**src/rtl/mmio_io_ctrl.sv**
```systemverilog
// Word-addressed I/O register block for LEDs, debounced switches and a scanned
// multi-digit seven-segment display.
module mmio_io_ctrl #(
  parameter int LED_W           = 24,
  parameter int SW_W            = 24,
  parameter int DIGITS          = 8,
  parameter int SCAN_DIV        = 100000,
  parameter int DEBOUNCE_CYCLES = 1000000
) (
  input  logic              clock,
  input  logic              reset,
  input  logic [4:0]        io_addr,
  input  logic              io_wen,
  input  logic              io_ren,
  input  logic [31:0]       io_wdata,
  output logic [31:0]       io_rdata,
  input  logic [SW_W-1:0]   switch_i,
  output logic [LED_W-1:0]  led_o,
  output logic [7:0]        segment_led,
  output logic [7:0]        seg_en
);

  localparam int IW = (DIGITS > 1) ? $clog2(DIGITS) : 1;
  localparam int PW = $clog2(SCAN_DIV);
  localparam int DW = (DEBOUNCE_CYCLES > 1) ? $clog2(DEBOUNCE_CYCLES) : 1;

  // Bus: no handshake; io_wen is a one-cycle strobe committing io_wdata at that
  // edge, io_rdata is a pure function of io_addr/io_ren and current state.
  logic [2:0]        word;
  logic              unused_addr_bits;
  logic [LED_W-1:0]  led;
  logic [31:0]       seg_data;
  logic              seg_on;
  logic [DIGITS-1:0] seg_blank;
  logic [SW_W-1:0]   sync_a;
  logic [SW_W-1:0]   sync;
  logic [SW_W-1:0]   stable;
  logic [SW_W-1:0]   sw_chg;
  logic [DW-1:0]     deb_cnt;
  logic              sw_update;
  logic [SW_W-1:0]   chg_set;
  logic [SW_W-1:0]   chg_clr;
  logic [PW-1:0]     presc;
  logic [IW-1:0]     idx;
  logic [4:0]        bit_base;
  logic [3:0]        nibble;
  logic              digit_lit;

  assign word             = io_addr[4:2];
  assign unused_addr_bits = ^io_addr[1:0];
  assign led_o            = led;

  function automatic logic [6:0] hex7(input logic [3:0] n);
    case (n)
      4'h0: hex7 = 7'h3F;
      4'h1: hex7 = 7'h06;
      4'h2: hex7 = 7'h5B;
      4'h3: hex7 = 7'h4F;
      4'h4: hex7 = 7'h66;
      4'h5: hex7 = 7'h6D;
      4'h6: hex7 = 7'h7D;
      4'h7: hex7 = 7'h07;
      4'h8: hex7 = 7'h7F;
      4'h9: hex7 = 7'h6F;
      4'hA: hex7 = 7'h77;
      4'hB: hex7 = 7'h7C;
      4'hC: hex7 = 7'h39;
      4'hD: hex7 = 7'h5E;
      4'hE: hex7 = 7'h79;
      default: hex7 = 7'h71;
    endcase
  endfunction

  always_ff @(posedge clock or posedge reset) begin
    if (reset) begin
      led       <= '0;
      seg_data  <= '0;
      seg_on    <= 1'b1;
      seg_blank <= '0;
    end else if (io_wen) begin
      case (word)
        3'd0: led <= io_wdata[LED_W-1:0];
        3'd1: seg_data <= io_wdata;
        3'd2: begin
          seg_on    <= io_wdata[0];
          seg_blank <= io_wdata[8 +: DIGITS];
        end
        default: ;
      endcase
    end
  end

  // The counter only clears when sync settles back onto stable, so a bouncing
  // input that keeps differing still gets accepted after DEBOUNCE_CYCLES.
  assign sw_update = (sync != stable) && (deb_cnt == DW'(DEBOUNCE_CYCLES - 1));
  assign chg_set   = sw_update ? (stable ^ sync) : '0;
  assign chg_clr   = (io_wen && word == 3'd4) ? io_wdata[SW_W-1:0] : '0;

  always_ff @(posedge clock or posedge reset) begin
    if (reset) begin
      sync_a  <= '0;
      sync    <= '0;
      stable  <= '0;
      deb_cnt <= '0;
      sw_chg  <= '0;
    end else begin
      sync_a <= switch_i;
      sync   <= sync_a;
      if (sync == stable) begin
        deb_cnt <= '0;
      end else if (sw_update) begin
        stable  <= sync;
        deb_cnt <= '0;
      end else begin
        deb_cnt <= deb_cnt + 1'b1;
      end
      sw_chg <= (sw_chg & ~chg_clr) | chg_set;
    end
  end

  assign bit_base  = 5'(idx) << 2;
  assign nibble    = seg_data[bit_base +: 4];
  assign digit_lit = seg_on && !seg_blank[idx];

  always_ff @(posedge clock or posedge reset) begin
    if (reset) begin
      presc       <= '0;
      idx         <= '0;
      seg_en      <= 8'hFF;
      segment_led <= 8'hFF;
    end else begin
      if (presc == PW'(SCAN_DIV - 1)) begin
        presc <= '0;
        idx   <= (idx == IW'(DIGITS - 1)) ? '0 : idx + 1'b1;
      end else begin
        presc <= presc + 1'b1;
      end
      if (digit_lit) begin
        seg_en      <= ~(8'h01 << idx);
        segment_led <= ~{1'b0, hex7(nibble)};
      end else begin
        seg_en      <= 8'hFF;
        segment_led <= 8'hFF;
      end
    end
  end

  always_comb begin
    io_rdata = '0;
    if (io_ren) begin
      case (word)
        3'd0: io_rdata = 32'(led);
        3'd1: io_rdata = seg_data;
        3'd2: begin
          io_rdata[0]           = seg_on;
          io_rdata[8 +: DIGITS] = seg_blank;
        end
        3'd3: io_rdata = 32'(stable);
        3'd4: io_rdata = 32'(sw_chg);
        default: io_rdata = '0;
      endcase
    end
  end

endmodule

```
**config.mk**
```make
export PLATFORM = sky130hd
export DESIGN_NAME = mmio_io_ctrl
export DESIGN_NICKNAME = d
export VERILOG_FILES = /design/src/rtl/mmio_io_ctrl.sv
export SDC_FILE = /design/constraint.sdc
export NUM_CORES = 1
export LEC_CHECK = 0
export ABC_CLOCK_PERIOD_IN_PS = 7110
export BUFFER_PORTS_ARGS = -buffer_cell sky130_fd_sc_hd__buf_4
export CORE_MARGIN = 1
export CORE_UTILIZATION = 54
export CTS_BUF_LIST = sky130_fd_sc_hd__clkbuf_8
export DETAILED_ROUTE_END_ITERATION = 10
export MAX_ROUTING_LAYER = met4
export PLACE_DENSITY_LB_ADDON = 0.15
export SYNTH_ARGS = -nofsm -noshare
export SYNTH_HDL_FRONTEND = slang
export SYNTH_SLANG_ARGS = --single-unit
```
**constraint.sdc**
```tcl
create_clock -name clock -period 7.11 [get_ports clock]
set_clock_uncertainty 0.15 [all_clocks]
set_input_delay 1.0665 -clock clock [delete_from_list [all_inputs] [get_ports clock]]
set_output_delay 1.0665 -clock clock [all_outputs]
set_load 0.02 [all_outputs]
```
After elaboration in Yosys (flattened, before gate mapping)
Memories as Yosys holds them, arrays and structs flattened.
Cells that the tools add are included.
Widths: inputs -> output; s select.
{"block": "totals", "romBits": 112, "inputBits": 65, "n_memories": 1, "latch_bits": 0, "reg_bits": 217, "mem_bits_rw": 0, "wordCells": 61}
{"block": "classes", "n_bitwise": 7, "addsub": 3, "div": 0, "n_eq_ne": 9, "n_shift": 2, "order_cmp": 1, "mux": 16, "n_mul": 0, "n_reduce_logical": 9}
{"memory": "(name not given)", "words": 16, "width": 7, "read_ports": 1, "rd_clocked_by_memory_dff": 0, "wr": 0, "line": "54", "text": "case (n)"}
{"cell": "$pmux 16 s4", "n": 1}
{"cell": "$mux 24", "n": 2}
{"cell": "$mux 20", "n": 2}
{"cell": "$pmux 8 s5", "n": 1}
{"cell": "$mux 32", "n": 1}
{"cell": "$shiftx 32x6->4", "n": 1}
{"cell": "$pmux 7 s4", "n": 1}
{"cell": "$and 24x24->24", "n": 1}
{"cell": "$eq 24x24->1", "n": 1}
{"cell": "$ne 24x24->1", "n": 1}
{"cell": "$not 24->24", "n": 1}
{"cell": "$or 24x24->24", "n": 1}
{"cell": "$xor 24x24->24", "n": 1}
{"cell": "$add 20x1->20 const B", "n": 1}
{"cell": "$eq 20x20->1 const B", "n": 1}
{"cell": "$add 17x1->17 const B", "n": 1}
{"cell": "$eq 17x17->1 const B", "n": 1}
{"cell": "$mux 17", "n": 1}
{"cell": "$mux 8", "n": 2}
{"cell": "$not 7->8", "n": 1}
{"cell": "$not 8->8", "n": 1}
{"cell": "$reduce_and 2->1", "n": 4}
{"cell": "$shl 1x3->8 const A", "n": 1}
{"cell": "$mux 7", "n": 1}
{"cell": "13 further kinds", "n": 17}

Longest topological paths before layout
{"block": "depth", "word_depth": 7, "mapped_depth": 9}

Worst setup path after synthesis
No wires, ideal clock.
{"block": "synth_timing", "kind": "input port to output port", "start": "input io_addr[3]", "end": "output io_rdata[16]", "t_required_ns": 5.893, "slack_ns": 3.271, "n_path_buf": 3, "stages": 7, "arrival_ns": 2.622, "path_cell_list": "clkbuf_1 nor2_1 clkbuf_1 and2_0 clkbuf_1 a22oi_1 a21oi_1"}
{"block": "synth_via", "elab_chain_cells": 3, "elab_cells_between_ends": 6, "classes_between": "eq/ne (3); mux (2); reduce/logical (1)"}
{"element": "start, declared", "line": "12", "text": "input logic [4:0] io_addr,"}
{"element": "$eq 3x3->1 (tied with other cells)", "line": "151", "text": "case (word)"}
{"element": "$pmux 16 s4 *", "line": "151"}
{"element": "$mux 32 *", "line": "150", "text": "if (io_ren) begin"}
{"element": "end, declared", "line": "16", "text": "output logic [31:0] io_rdata,"}
Every way passes the cells marked *; elsewhere a longest branch is shown, timed or not.

Final worst setup path
{"block": "layout_timing", "start": "input io_addr[2]", "end": "output io_rdata[1]"}
{"block": "layout_via", "elab_chain_cells": 3, "elab_cells_between_ends": 6, "classes_between": "eq/ne (3); mux (2); reduce/logical (1)"}
{"element": "$eq 3x3->1 (tied with other cells)", "line": "151"}
{"element": "$pmux 7 s4 *", "line": "151"}
{"element": "$mux 32 *", "line": "150"}
Marked as above.

==> metrics.md <==
| Metric | Value |
|---|---|
| Most prevalent standard cell on the critical path | `buf_4` |
| Non-Filler Cell Area, Final | `11500 um^2` |
| Overall fraction of global-route tracks in use | `between 20% and 30%` |
| Via total after detailed routing | `around 6800` |
| Yosys warning count | `0` |
| Final setup violating endpoints | `0` |
| Instance area at placement | `between 10000 and 15000 um^2` |
| Reported leakage power | `approximately 5.2 nW` |
| Number of cells upsized or downsized after cts | `0` |
| CP top delay family | `simple AND/OR/NAND/NOR gates` |
| Worst-case setup slack after placement | `between 2 and 2.5 ns` |
| Number of different library cells in the post-synthesis netlist | `slightly below 50` |
| Width of the die | `between 100 and 150 um` |
| WL final | `about 23000 um` |
| Global-route wire length before repair | `around 36000 um` |
| Tightest Pin Transition | `roughly 1.1 ns` |
| Pwr/cell area | `about 270 nW/um^2` |
| Peak fanout along the critical path | `17` |
| Hold Violations, Final | `0` |
| Number of global-route vias before repair | `6882` |
| Cts hold-fix bufs | `0` |
| Setup tns final | `0 ns` |
| RSZ-0062 raised after global routing | `false` |
| DRC violation total after the first TritonRoute iteration | `388` |
| Post-detailed-route count of antenna-violating nets | `0` |
| Minimum clock period | `between 4 and 5 ns` |
| Detailed-route DRC error count | `0` |
| Top Ports | `around 140` |
| EDFF count, synth | `0` |
| Sequential-to-total area share from yosys stat | `a little under three fifths` |
| Hold Path Class | `register to register` |
| Count of inserted antenna diode cells | `0` |
| DR pass1 iterations | `6` |
| Startpoint of the lowest-slack hold path | `sync_a[22]` |
| Fraction of met2 tracks used by global routing | `40.7%` |
| Crit share post-route | `around two thirds` |
| Hold path cells | `0` |
| Number of H-tree branching levels | `2` |
| CP endpoint kind | `primary output` |
| Leading register cell type out of synthesis | `dfrtp_1` |
| Max Root-Sink Buffers | `3` |
| Placeable core region | `roughly 17000 um^2` |
| Logic depth of the worst register-to-register path | `6` |
| Post-CTS repair timing setup buffer count | `0` |
| Met1 capacity usage during global routing | `about 36%` |
| Max-slew violation count | `0` |
| Worst-path cell chain | `buf_4 > nor2b_1 > nor2b_1 > buf_4 > a22oi_1 > a21oi_1 > buf_4` |
| FFs w/ async S/R, synth | `100%` |
| Share of layout cells above drive strength 1 | `between 30% and 40%` |
| Placed Cells incl. Taps | `around 1100` |
| Most used routing layer in global routing | `met2` |
| TritonCTS buffer count | `37` |
| Count of buffer and inverter cells on the critical path | `3` |
| Clock Tree Root | `clkbuf_8` |
| Hold EP | `sync[22]` |
| Worst R2R Start | `stable[18]` |
| Worst setup slack for register-to-register paths | `between 3 and 4 ns` |
| Clock latency of the later-clocked register in the worst-skew pair | `0.52 ns` |
| Number of instances in the synthesized netlist | `794` |
| Per-instance average area after synthesis | `12.1 um^2` |
| Vias per std cell | `5.71` |
| Worst hold slack across all endpoints | `0.193 ns` |
| Post-CTS clock slew at the launch and capture registers of the worst setup and hold paths | `approximately 0.060 ns` |
| Fmax | `a little over 0.2 GHz` |
| Overall overflow remaining after global route | `0` |
| Largest vdd supply drop | `about 0.00018 V` |
| Overall die area | `18300 um^2` |
| Pin count of the biggest net entering global routing | `around 140` |
| Buffers on Ports | `~130` |
| Row cnt | `48` |
| Relative area change from synthesis to final layout | `20.3%` |
| Flip-flop and latch count after synthesis | `between 200 and 250` |
| Initial Util | `around 55%` |
| Critical path data required time | `about 6 ns` |
| Post-synth net total | `roughly 870` |
| Worst R2R End | `stable[9]` |
| Final RePlAce weighted congestion | `roughly 0.95` |
| GR met3 Demand/Resource | `under 10%` |
| Data arrival time at the worst-slack endpoint | `3.65 ns` |
| CP startpoint kind | `input pin` |
| Worst Setup Path Type | `input pin to primary output` |
| Net count, final | `between 1000 and 1500` |
| Max stage delay cell, worst path | `nor2b_1` |
| Number of clock sinks seen by CTS | `216` |
| Number of maximum-capacitance constraint violations | `0` |
| Die Height | `approximately 140 um` |
| Post-route non-filler standard cell count | `1183` |
| Largest incremental delay on the critical path | `roughly 0.82 ns` |
| Stages on worst setup path | `7` |
| Half-perimeter wire length of the detailed placement result | `about 16000 um` |
| Slew Limit Headroom | `about 30%` |
| Status | `finished clean` |
| Synthesized area | `~9600 um^2` |
| Least setup slack across all paths after layout | `roughly 2.2 ns` |
| Initial antenna violation count | `0` |
| WL per Instance | `roughly 19 um` |
| CTS tree | `built` |
power by group:
group          internal (mW)  switching [mW]  leakage (nW)
combinational          0.221           0.244          2.13
sequential              1.37           0.101          2.68
clock                  0.656           0.501         0.433
area by class of cell:
| type | instances | area [um^2] |
|---|---|---|
| clock buffers | 49 | 674 |
| clock inverters | 18 | 113 |
| fillers | 1346 | 5770 |
| inverters | 17 | 71.3 |
| multi-input cells | 516 | 3900 |
| flip-flops and latches | 216 | 5430 |
| well taps | 225 | 282 |
| repair buffers | 142 | 1070 |
worst max-delay path by stage:
stage | start | endpoint | slack (ns)
floorplan | reset | deb_cnt[0] | 0.01
global placement | io_addr[2] | io_rdata[1] | 2.28
detailed placement | io_addr[2] | io_rdata[1] | 2.29
CTS | io_addr[2] | io_rdata[1] | 2.29
global route | io_addr[2] | io_rdata[1] | 2.03
finish | io_addr[2] | io_rdata[1] | 2.24
state kept, by name (all words and copies together) (netlist names):
signal,count
seg_data,32
seg_on,1
presc,17
deb_cnt,20
sync,24
seg_en,8
idx,3
stable,24
segment_led,7
sw_chg,24
seg_blank,8
sync_a,24
led_o,24
cell usage in the layout (no fill, tap or decap), drive strengths merged, types with 16 or more instances in the layout:
master  count
xnor2      28
dfrtp     200
nor3       28
dfstp      16
a22oi      46
buf       142
o21ai      28
nand2      78
xor2       29
mux2      100
clkbuf     49
and3       18
inv        25
nor2       22
a21oi      18
cells by family after synthesis:
group	synth area share, %
buf+inv	2.70
fa+ha+maj	1.83
flops	56.6
compound gates	7.99
simple gates	10.9
other cells	0.0391
xor+xnor	5.21
mux	14.7
synthesized netlist by cell type (2+ instances only):
master,count,area share [%]
a211oi_1,2,0.16
a21oi_1,18,0.94
a22o_1,3,0.27
a22oi_1,46,3.6
and2_0,2,0.13
and2_1,12,0.78
and3_1,18,1.2
and4_1,3,0.27
buf_1,2,0.078
buf_2,6,0.31
buf_6,2,0.24
clkbuf_1,34,1.3
dfrtp_1,200,52
dfstp_2,16,4.4
ha_1,14,1.8
inv_1,17,0.67
mux2_2,99,12
mux2i_1,9,0.94
mux4_2,8,1.9
nand2_1,78,3.1
nand2b_1,2,0.13
nand3_1,15,0.78
nand4_1,11,0.72
nand4b_1,2,0.18
nor2_1,22,0.86
nor2b_1,5,0.33
nor3_1,28,1.5
nor4_1,3,0.20
o211ai_1,2,0.16
o21ai_0,28,1.5
o221ai_1,4,0.37
o22ai_1,10,0.65
or3_1,2,0.13
xnor2_1,28,2.6
xor2_1,29,2.7
metrics by stage:
step	utilization, %	power (mW)
CTS	66.6	3.11
global route	66.6	3.22
detailed placement	62.1	1.95
global placement	62.1	1.93
finish	66.6	3.09
floorplan	-	1.75
layer usage:
layer | wire length [um] | vias up
met5 | 0 | -
met4 | 601 | 0
met3 | 1090 | 57
met2 | 10900 | 243
met1 | 10100 | 3366
li1 | - | 3088
(Power assumes the default switching activity.)
